===== src/rtl/rps_round_controller.sv =====
// Rock-paper-scissors match controller: runs each round against an external one-shot timer, judges it and keeps score.
// Optional macro TIE_AUTO_REPLAY_EN: a tie round restarts immediately (JUDGE -> CLEAR) without start_btn.
module rps_round_controller #(
    parameter int unsigned WINS_NEEDED = 2,
    parameter int unsigned SCORE_W     = 3,
    parameter int unsigned ARM_TIMEOUT = 15
) (
    input  logic               clk,
    input  logic               reset,
    input  logic               start_btn,
    input  logic [1:0]         p1_move,
    input  logic               p1_lock,
    input  logic [1:0]         p2_move,
    input  logic               p2_lock,
    output logic               timer_clr,
    output logic               timer_in,
    input  logic               timer_hit,
    output logic [1:0]         round_result,
    output logic               result_valid,
    output logic [SCORE_W-1:0] p1_score,
    output logic [SCORE_W-1:0] p2_score,
    output logic               match_over,
    output logic               fault
);

    localparam logic [1:0] MOVE_NONE     = 2'b00;
    localparam logic [1:0] MOVE_ROCK     = 2'b01;
    localparam logic [1:0] MOVE_PAPER    = 2'b10;
    localparam logic [1:0] MOVE_SCISSORS = 2'b11;

    localparam logic [1:0] RES_NONE = 2'b00;
    localparam logic [1:0] RES_P1   = 2'b01;
    localparam logic [1:0] RES_P2   = 2'b10;
    localparam logic [1:0] RES_TIE  = 2'b11;

    localparam logic [SCORE_W-1:0] WINS_LIM = SCORE_W'(WINS_NEEDED);

    localparam int unsigned ARM_W = (ARM_TIMEOUT > 1) ? $clog2(ARM_TIMEOUT) : 1;
    localparam logic [ARM_W-1:0] ARM_LAST = ARM_W'(ARM_TIMEOUT - 1);

    typedef enum logic [2:0] {
        IDLE,
        CLEAR,
        ARM,
        RUN,
        JUDGE,
        DONE,
        FAULT
    } state_t;

    state_t state, next_state;

    logic [1:0]         m1, m2;
    logic               locked1, locked2;
    logic [ARM_W-1:0]   arm_cnt;
    logic [SCORE_W-1:0] score1, score2;
    logic [1:0]         result_hold;

    logic               take1, take2, both_locked;
    logic [1:0]         verdict;
    logic [SCORE_W-1:0] score1_inc, score2_inc;
    logic               final_round;

    // First lock per player in RUN only; later locks in the round are dropped.
    always_comb begin
        take1       = (state == RUN) && p1_lock && !locked1;
        take2       = (state == RUN) && p2_lock && !locked2;
        both_locked = (locked1 || take1) && (locked2 || take2);
    end

    always_comb begin
        verdict = RES_TIE;
        if (m1 == MOVE_NONE && m2 == MOVE_NONE) begin
            verdict = RES_TIE;
        end else if (m1 == MOVE_NONE) begin
            verdict = RES_P2;
        end else if (m2 == MOVE_NONE) begin
            verdict = RES_P1;
        end else if (m1 == m2) begin
            verdict = RES_TIE;
        end else if ((m1 == MOVE_ROCK     && m2 == MOVE_SCISSORS) ||
                     (m1 == MOVE_SCISSORS && m2 == MOVE_PAPER)    ||
                     (m1 == MOVE_PAPER    && m2 == MOVE_ROCK)) begin
            verdict = RES_P1;
        end else begin
            verdict = RES_P2;
        end
    end

    always_comb begin
        score1_inc  = (score1 >= WINS_LIM) ? WINS_LIM : score1 + 1'b1;
        score2_inc  = (score2 >= WINS_LIM) ? WINS_LIM : score2 + 1'b1;
        final_round = ((verdict == RES_P1) && (score1_inc == WINS_LIM)) ||
                      ((verdict == RES_P2) && (score2_inc == WINS_LIM));
    end

    always_ff @(posedge clk or negedge reset) begin
        if (!reset) begin
            state <= IDLE;
        end else begin
            state <= next_state;
        end
    end

    always_comb begin
        next_state   = state;
        timer_clr    = 1'b0;
        timer_in     = 1'b0;
        result_valid = 1'b0;
        match_over   = 1'b0;
        fault        = 1'b0;
        round_result = result_hold;
        unique case (state)
            IDLE: begin
                if (start_btn) next_state = CLEAR;
            end
            CLEAR: begin
                timer_clr  = 1'b1;
                next_state = ARM;
            end
            ARM: begin
                timer_in = 1'b1;
                if (!timer_hit) begin
                    next_state = RUN;
                end else if (arm_cnt == ARM_LAST) begin
                    next_state = FAULT;
                end
            end
            RUN: begin
                if (timer_hit || both_locked) next_state = JUDGE;
            end
            JUDGE: begin
                result_valid = 1'b1;
                round_result = verdict;
`ifdef TIE_AUTO_REPLAY_EN
                if (verdict == RES_TIE) begin
                    next_state = CLEAR;
                end else if (final_round) begin
                    next_state = DONE;
                end else begin
                    next_state = IDLE;
                end
`else
                next_state = final_round ? DONE : IDLE;
`endif
            end
            DONE: begin
                match_over = 1'b1;
                if (start_btn) next_state = CLEAR;
            end
            FAULT: begin
                fault = 1'b1;
            end
            default: begin
                next_state = IDLE;
            end
        endcase
    end

    always_ff @(posedge clk or negedge reset) begin
        if (!reset) begin
            m1      <= MOVE_NONE;
            m2      <= MOVE_NONE;
            locked1 <= 1'b0;
            locked2 <= 1'b0;
        end else if (state == CLEAR) begin
            m1      <= MOVE_NONE;
            m2      <= MOVE_NONE;
            locked1 <= 1'b0;
            locked2 <= 1'b0;
        end else begin
            if (take1) begin
                m1      <= p1_move;
                locked1 <= 1'b1;
            end
            if (take2) begin
                m2      <= p2_move;
                locked2 <= 1'b1;
            end
        end
    end

    always_ff @(posedge clk or negedge reset) begin
        if (!reset) begin
            arm_cnt <= '0;
        end else if (state == ARM) begin
            if (timer_hit) arm_cnt <= arm_cnt + 1'b1;
        end else begin
            arm_cnt <= '0;
        end
    end

    always_ff @(posedge clk or negedge reset) begin
        if (!reset) begin
            score1 <= '0;
            score2 <= '0;
        end else if (state == JUDGE) begin
            if (verdict == RES_P1) score1 <= score1_inc;
            if (verdict == RES_P2) score2 <= score2_inc;
        end else if (state == DONE && start_btn) begin
            score1 <= '0;
            score2 <= '0;
        end
    end

    // Clearing on entry makes round_result read 00 during the CLEAR cycle itself.
    always_ff @(posedge clk or negedge reset) begin
        if (!reset) begin
            result_hold <= RES_NONE;
        end else if (next_state == CLEAR) begin
            result_hold <= RES_NONE;
        end else if (state == JUDGE) begin
            result_hold <= verdict;
        end
    end

    assign p1_score = score1;
    assign p2_score = score2;

endmodule


===== config.mk =====
export PLATFORM = sky130hd
export DESIGN_NAME = rps_round_controller
export DESIGN_NICKNAME = d
export VERILOG_FILES = /design/src/rtl/rps_round_controller.sv
export SDC_FILE = /design/constraint.sdc
export NUM_CORES = 1
export LEC_CHECK = 0
export CELL_PAD_IN_SITES_DETAIL_PLACEMENT = 2
export CELL_PAD_IN_SITES_GLOBAL_PLACEMENT = 2
export CORE_MARGIN = 2
export CORE_UTILIZATION = 34
export CTS_CLUSTER_SIZE = 10
export DETAILED_ROUTE_END_ITERATION = 8
export GPL_TIMING_DRIVEN = 1
export PLACE_DENSITY = 0.79
export SLEW_MARGIN = 10
export SYNTH_ARGS = -nofsm -noshare
export SYNTH_HDL_FRONTEND = slang
export SYNTH_SLANG_ARGS = --single-unit

===== constraint.sdc =====
create_clock -name clk -period 2.8 [get_ports clk]
set_clock_uncertainty 0.05 [all_clocks]
set_input_delay 0.28 -clock clk [delete_from_list [all_inputs] [get_ports clk]]
set_output_delay 0.28 -clock clk [all_outputs]
set_load 0.01 [all_outputs]

**Word level (Yosys, flattened, before mapping)**

Index checks and enable logic that the tools add are counted.
Widths: inputs -> output; s select.

- Input port bits: 10
- Output and inout port bits: 13
- Register bits: 21
- Logic and storage cells: 100

- Reduce and logical (&&, ||, !) cells: 29
- Order comparisons: 2
- Muxes and demuxes: 35
- Add/subtract/negate cells: 3
- Equality and inequality tests: 22

Operators with widths:

| cell | count |
|---|---|
| $mux 3 | 12 |
| $mux 2 | 11 |
| $pmux 3 s6 | 1 |
| $eq 3x2->1 const B | 4 |
| $logic_and 1x1->1 | 12 |
| $eq 2x2->1 const B | 5 |
| $eq 3x3->1 const B | 3 |
| $mux 1 | 9 |
| $mux 4 | 2 |
| $add 3x1->3 const B | 2 |
| $eq 2x1->1 const B | 3 |
| $eq 3x1->1 const B | 2 |
| $ge 3x2->1 const B | 2 |
| $logic_or 1x1->1 | 6 |
| $ne 2x2->1 const B | 3 |
| $reduce_bool 2->1 | 3 |
| $add 4x1->4 const B | 1 |
| $eq 4x4->1 const B | 1 |
| $logic_not 2->1 | 2 |
| $reduce_and 2->1 | 2 |
| $logic_not 3->1 | 1 |
| $eq 2x2->1 | 1 |
| $logic_not 1->1 | 2 |
| $reduce_or 2->1 | 1 |

**Logic depth before layout (Yosys ltp)**

- Depth after elaboration: 16
- Mapped depth: 8
- Gate-level depth less buffers: 6

**Worst setup path after synthesis**

Ideal clock, no wire load.

- Path type: register -> output
- Start point: register state[2]
- End point: output port round_result[0]
- Path slack: 1.030 ns
- Buffers on the path: 2
- Cell stages (with the launch flop): 7
- Data required time: 2.470 ns
- Arrival: 1.440 ns
- Cell sequence: dfrtp_1 -> buf_6 -> inv_4 -> or3_4 -> buf_6 -> inv_2 -> mux2_1

- Word-level cells in the longest chain between the ends: 2

Ends and longest elaborated chain:

| element | line | RTL |
|---|---|---|
| start, declared | 51 | `state_t state, next_state;` |
| start signal, assigned | 101 | `state <= next_state;` |
| $eq 3x3->1 | 113 | `unique case (state)` |
| $mux 2 | 113 |  |
| end, declared | 18 | `output logic [1:0] round_result,` |

No other way between the ends.

**Worst setup path after layout**

Ends and elaborated chain as after synthesis.

==> impl_metrics.env <==
export IMPL_status="completed"
export IMPL_yosys_area_top_type="dfrtp_1"
export IMPL_grt_pass1_wl_um=5640
export IMPL_gp_congestion=0.741
export IMPL_critPathRequiredTime_ns=2.47
export IMPL_grtUsageTotal=0.172
export IMPL_avgSynthCellArea_sq_um=9.88
export IMPL_end_kind="output pin"
export IMPL_firstDrtPassIters=4
export IMPL_switching_power_uw=592
export IMPL_synthesis_nets=145
export IMPL_rsz0062_at_grt="false"
export IMPL_fp_row_count=22
export IMPL_syn_inst=129
export IMPL_seq_area_sq_um=526
export IMPL_clock_sinks=21
export IMPL_period_minus_slack_ns=2.59
export IMPL_p_per_area_mw_per_mm2=918
export IMPL_yosysSeqAreaShare=0.412
export IMPL_path_max_fanout=8
export IMPL_grt_pass1_vias=1143
export IMPL_vias_per_cell=5.25
export IMPL_swShare=0.409
export IMPL_fin_tns_setup_ns=0
export IMPL_die_h_um=65.2
export IMPL_dp_hpwl_um=2560
export IMPL_maxSlewHeadroom=0.651
export IMPL_drtIter0Drc=31
export IMPL_fillers=415
export IMPL_critPathKind="reg -> out"
export IMPL_hold_viol_final=0
export IMPL_r2r_cells=6
export IMPL_cts_root_buffer="clkbuf_8"
export IMPL_final_common_cell="clkdlybuf4s50_1"
export IMPL_coreArea_sq_mm=0.00363
export IMPL_wl_per_cell_um=16.5
export IMPL_cts_resized=0
export IMPL_p_seq_frac=0.375
export IMPL_htree_levels=1
export IMPL_final_antenna_net_count=0
export IMPL_vias=1050
export IMPL_setup_viol=0
export IMPL_slew_violations=0
export IMPL_antenna_found_initial=0
export IMPL_initial_core_util=0.351
export IMPL_power_frac_clock=0.138
export IMPL_arrival_ns=2.26
export IMPL_cellInternalPower_uw=856
export IMPL_synth_area_leaders="dfrtp_1 41%, ha_1 5.9%, a22o_1 5.5%"
export IMPL_ios=23
export IMPL_grt_ovfl_total=0
export IMPL_leakage_nw=0.686
export IMPL_grt_max_degree=22
export IMPL_hold_class="in -> async"
export IMPL_ir_worst_vdd_mv=0.492
export IMPL_layout_nets=169
export IMPL_holdBufCountCts=0
export IMPL_cts_buffers=3
export IMPL_ys_ff_latch=21
export IMPL_routed_wirelength_um=3310
export IMPL_clock_latency_ns=0.26
export IMPL_dieArea_sq_mm=0.00426
export IMPL_multi_input_area_sq_um=691
export IMPL_fmax_mhz=386
export IMPL_drive_gt1_frac=0.0658
export IMPL_syn_area_sq_mm=0.00127
export IMPL_drv_cap=0
export IMPL_fp_dieW_um=65.2
export IMPL_pre_cts_ws_ns=0.505
export IMPL_path_clk_slew_ns=0.08
export IMPL_layout_setup_ws_ns=0.209
export IMPL_netlist_area_leader_share=0.412
export IMPL_start_kind="register"
export IMPL_portBuffers=22
export IMPL_num_antenna_cells=0
export IMPL_power_frac_comb=0.488
export IMPL_r2r_slack_ns=0.96
export IMPL_cts_tree="done"
export IMPL_drcViolationCount=0
export IMPL_max_slew_worst_pin_slew_ns=0.520
export IMPL_synthDistinctLibCells=40
export IMPL_layout_common_cells="22 x clkdlybuf4s50_1, 21 x dfrtp_1, 16 x nor2_1, 8 x nand2b_1, 8 x a22o_1"
export IMPL_clk_path_buf_depth=2
export IMPL_cts_setup_buffers=0
export IMPL_yosys_warnings=0
export IMPL_finalCritPeriodShare=0.925
export IMPL_area_delta_synth_final_pct=23.7
cells in the mapped netlist:
cell type	count
dfrtp_1	21
nor2_1	16
a22o_1	8
nand2b_1	8
nand2_1	7
ha_1	6
inv_1	5
a21oi_1	4
o21a_1	4
o21ai_0	4
a211oi_1	3
mux2_1	3
mux2i_1	3
nor3b_1	3
xor2_1	3
and4b_1	2
buf_6	2
clkbuf_1	2
nand4_1	2
nor2b_1	2
nor3_1	2
a211o_1	1
a211oi_2	1
a21boi_0	1
a21o_1	1
a311o_1	1
inv_2	1
inv_4	1
nand4b_1	1
o21ai_1	1
o21ai_2	1
o22a_1	1
o2bb2ai_1	1
o31a_1	1
o32ai_1	1
or2b_1	1
or3_1	1
or3_4	1
or4_4	1
xnor2_1	1
power groups by stage:
stage,combinational [mW],clock (mW),sequential [mW]
floorplan,0.483,0,0.501
global placement,0.680,0,0.533
detailed placement,0.710,0,0.550
CTS,0.719,0.211,0.544
global route,0.786,0.223,0.571
finish,0.706,0.199,0.543
cell type report:
| type | instances | area share |
|---|---|---|
| Multi-Input combinational cell | 97 | 0.438 |
| Sequential cell | 21 | 0.333 |
| Timing Repair Buffer | 23 | 0.144 |
| Tap cell | 48 | 0.0381 |
| Clock buffer | 4 | 0.0285 |
| Inverter | 7 | 0.0182 |
worst paths after layout:
| check | startpoint | end |
|---|---|---|
| min in group clk | locked2 | locked2 |
| min | reset | p2_score[0] |
| min reg2reg | locked2 | locked2 |
| max | state[2] | round_result[0] |
| max in group asynchronous | reset | m1[0] |
| max reg2reg | p2_score[0] | state[2] |
routing by layer:
metal	track usage	up-vias	routed length [um]
met5	0	-	0
met4	0.0469	0	34
met3	0.0223	4	88
met2	0.298	17	1660
met1	0.226	523	1530
li1	-	506	-
logic make-up (layout without fill, tap and decap cells):
family / after synthesis / count (layout) / synth area share
compound gates: 34 / 34 / 0.202
xor+xnor: 4 / 4 / 0.0275
buf+inv: 11 / 34 / 0.0461
mux: 6 / 6 / 0.0500
flops: 21 / 21 / 0.412
fa+ha+maj: 6 / 6 / 0.0589
simple gates: 47 / 47 / 0.203
per-stage QoR:
step | std cells | hold slack (ns) | cell area (sq um) | power, mW | utilization
after floorplan | 129 | -0.0656 | 1270 | 0.984 | -
after global placement | 196 | 0.447 | 1530 | 1.21 | 0.422
after detailed placement | 196 | 0.483 | 1530 | 1.26 | 0.422
after CTS | 200 | 0.329 | 1580 | 1.47 | 0.434
after global routing | 200 | 0.348 | 1580 | 1.58 | 0.434
final | 200 | 0.318 | 1580 | 1.45 | 0.434
state kept, by name (all words and copies together) (netlist names):
name and cells:
state 3, arm_cnt 4, p1_score 3, m1 2, result_hold 2, locked2 1
locked1 1, p2_score 3, m2 2
critical path, stage by stage, from the launching register on:
cell and delay (ns):
dfrtp_1 0.54, inv_4 0.07, or3_4 0.44, inv_2 0.11
mux2_1 0.35, clkdlybuf4s50_1 0.49
Note: power is estimated with default switching activity, not from simulation.
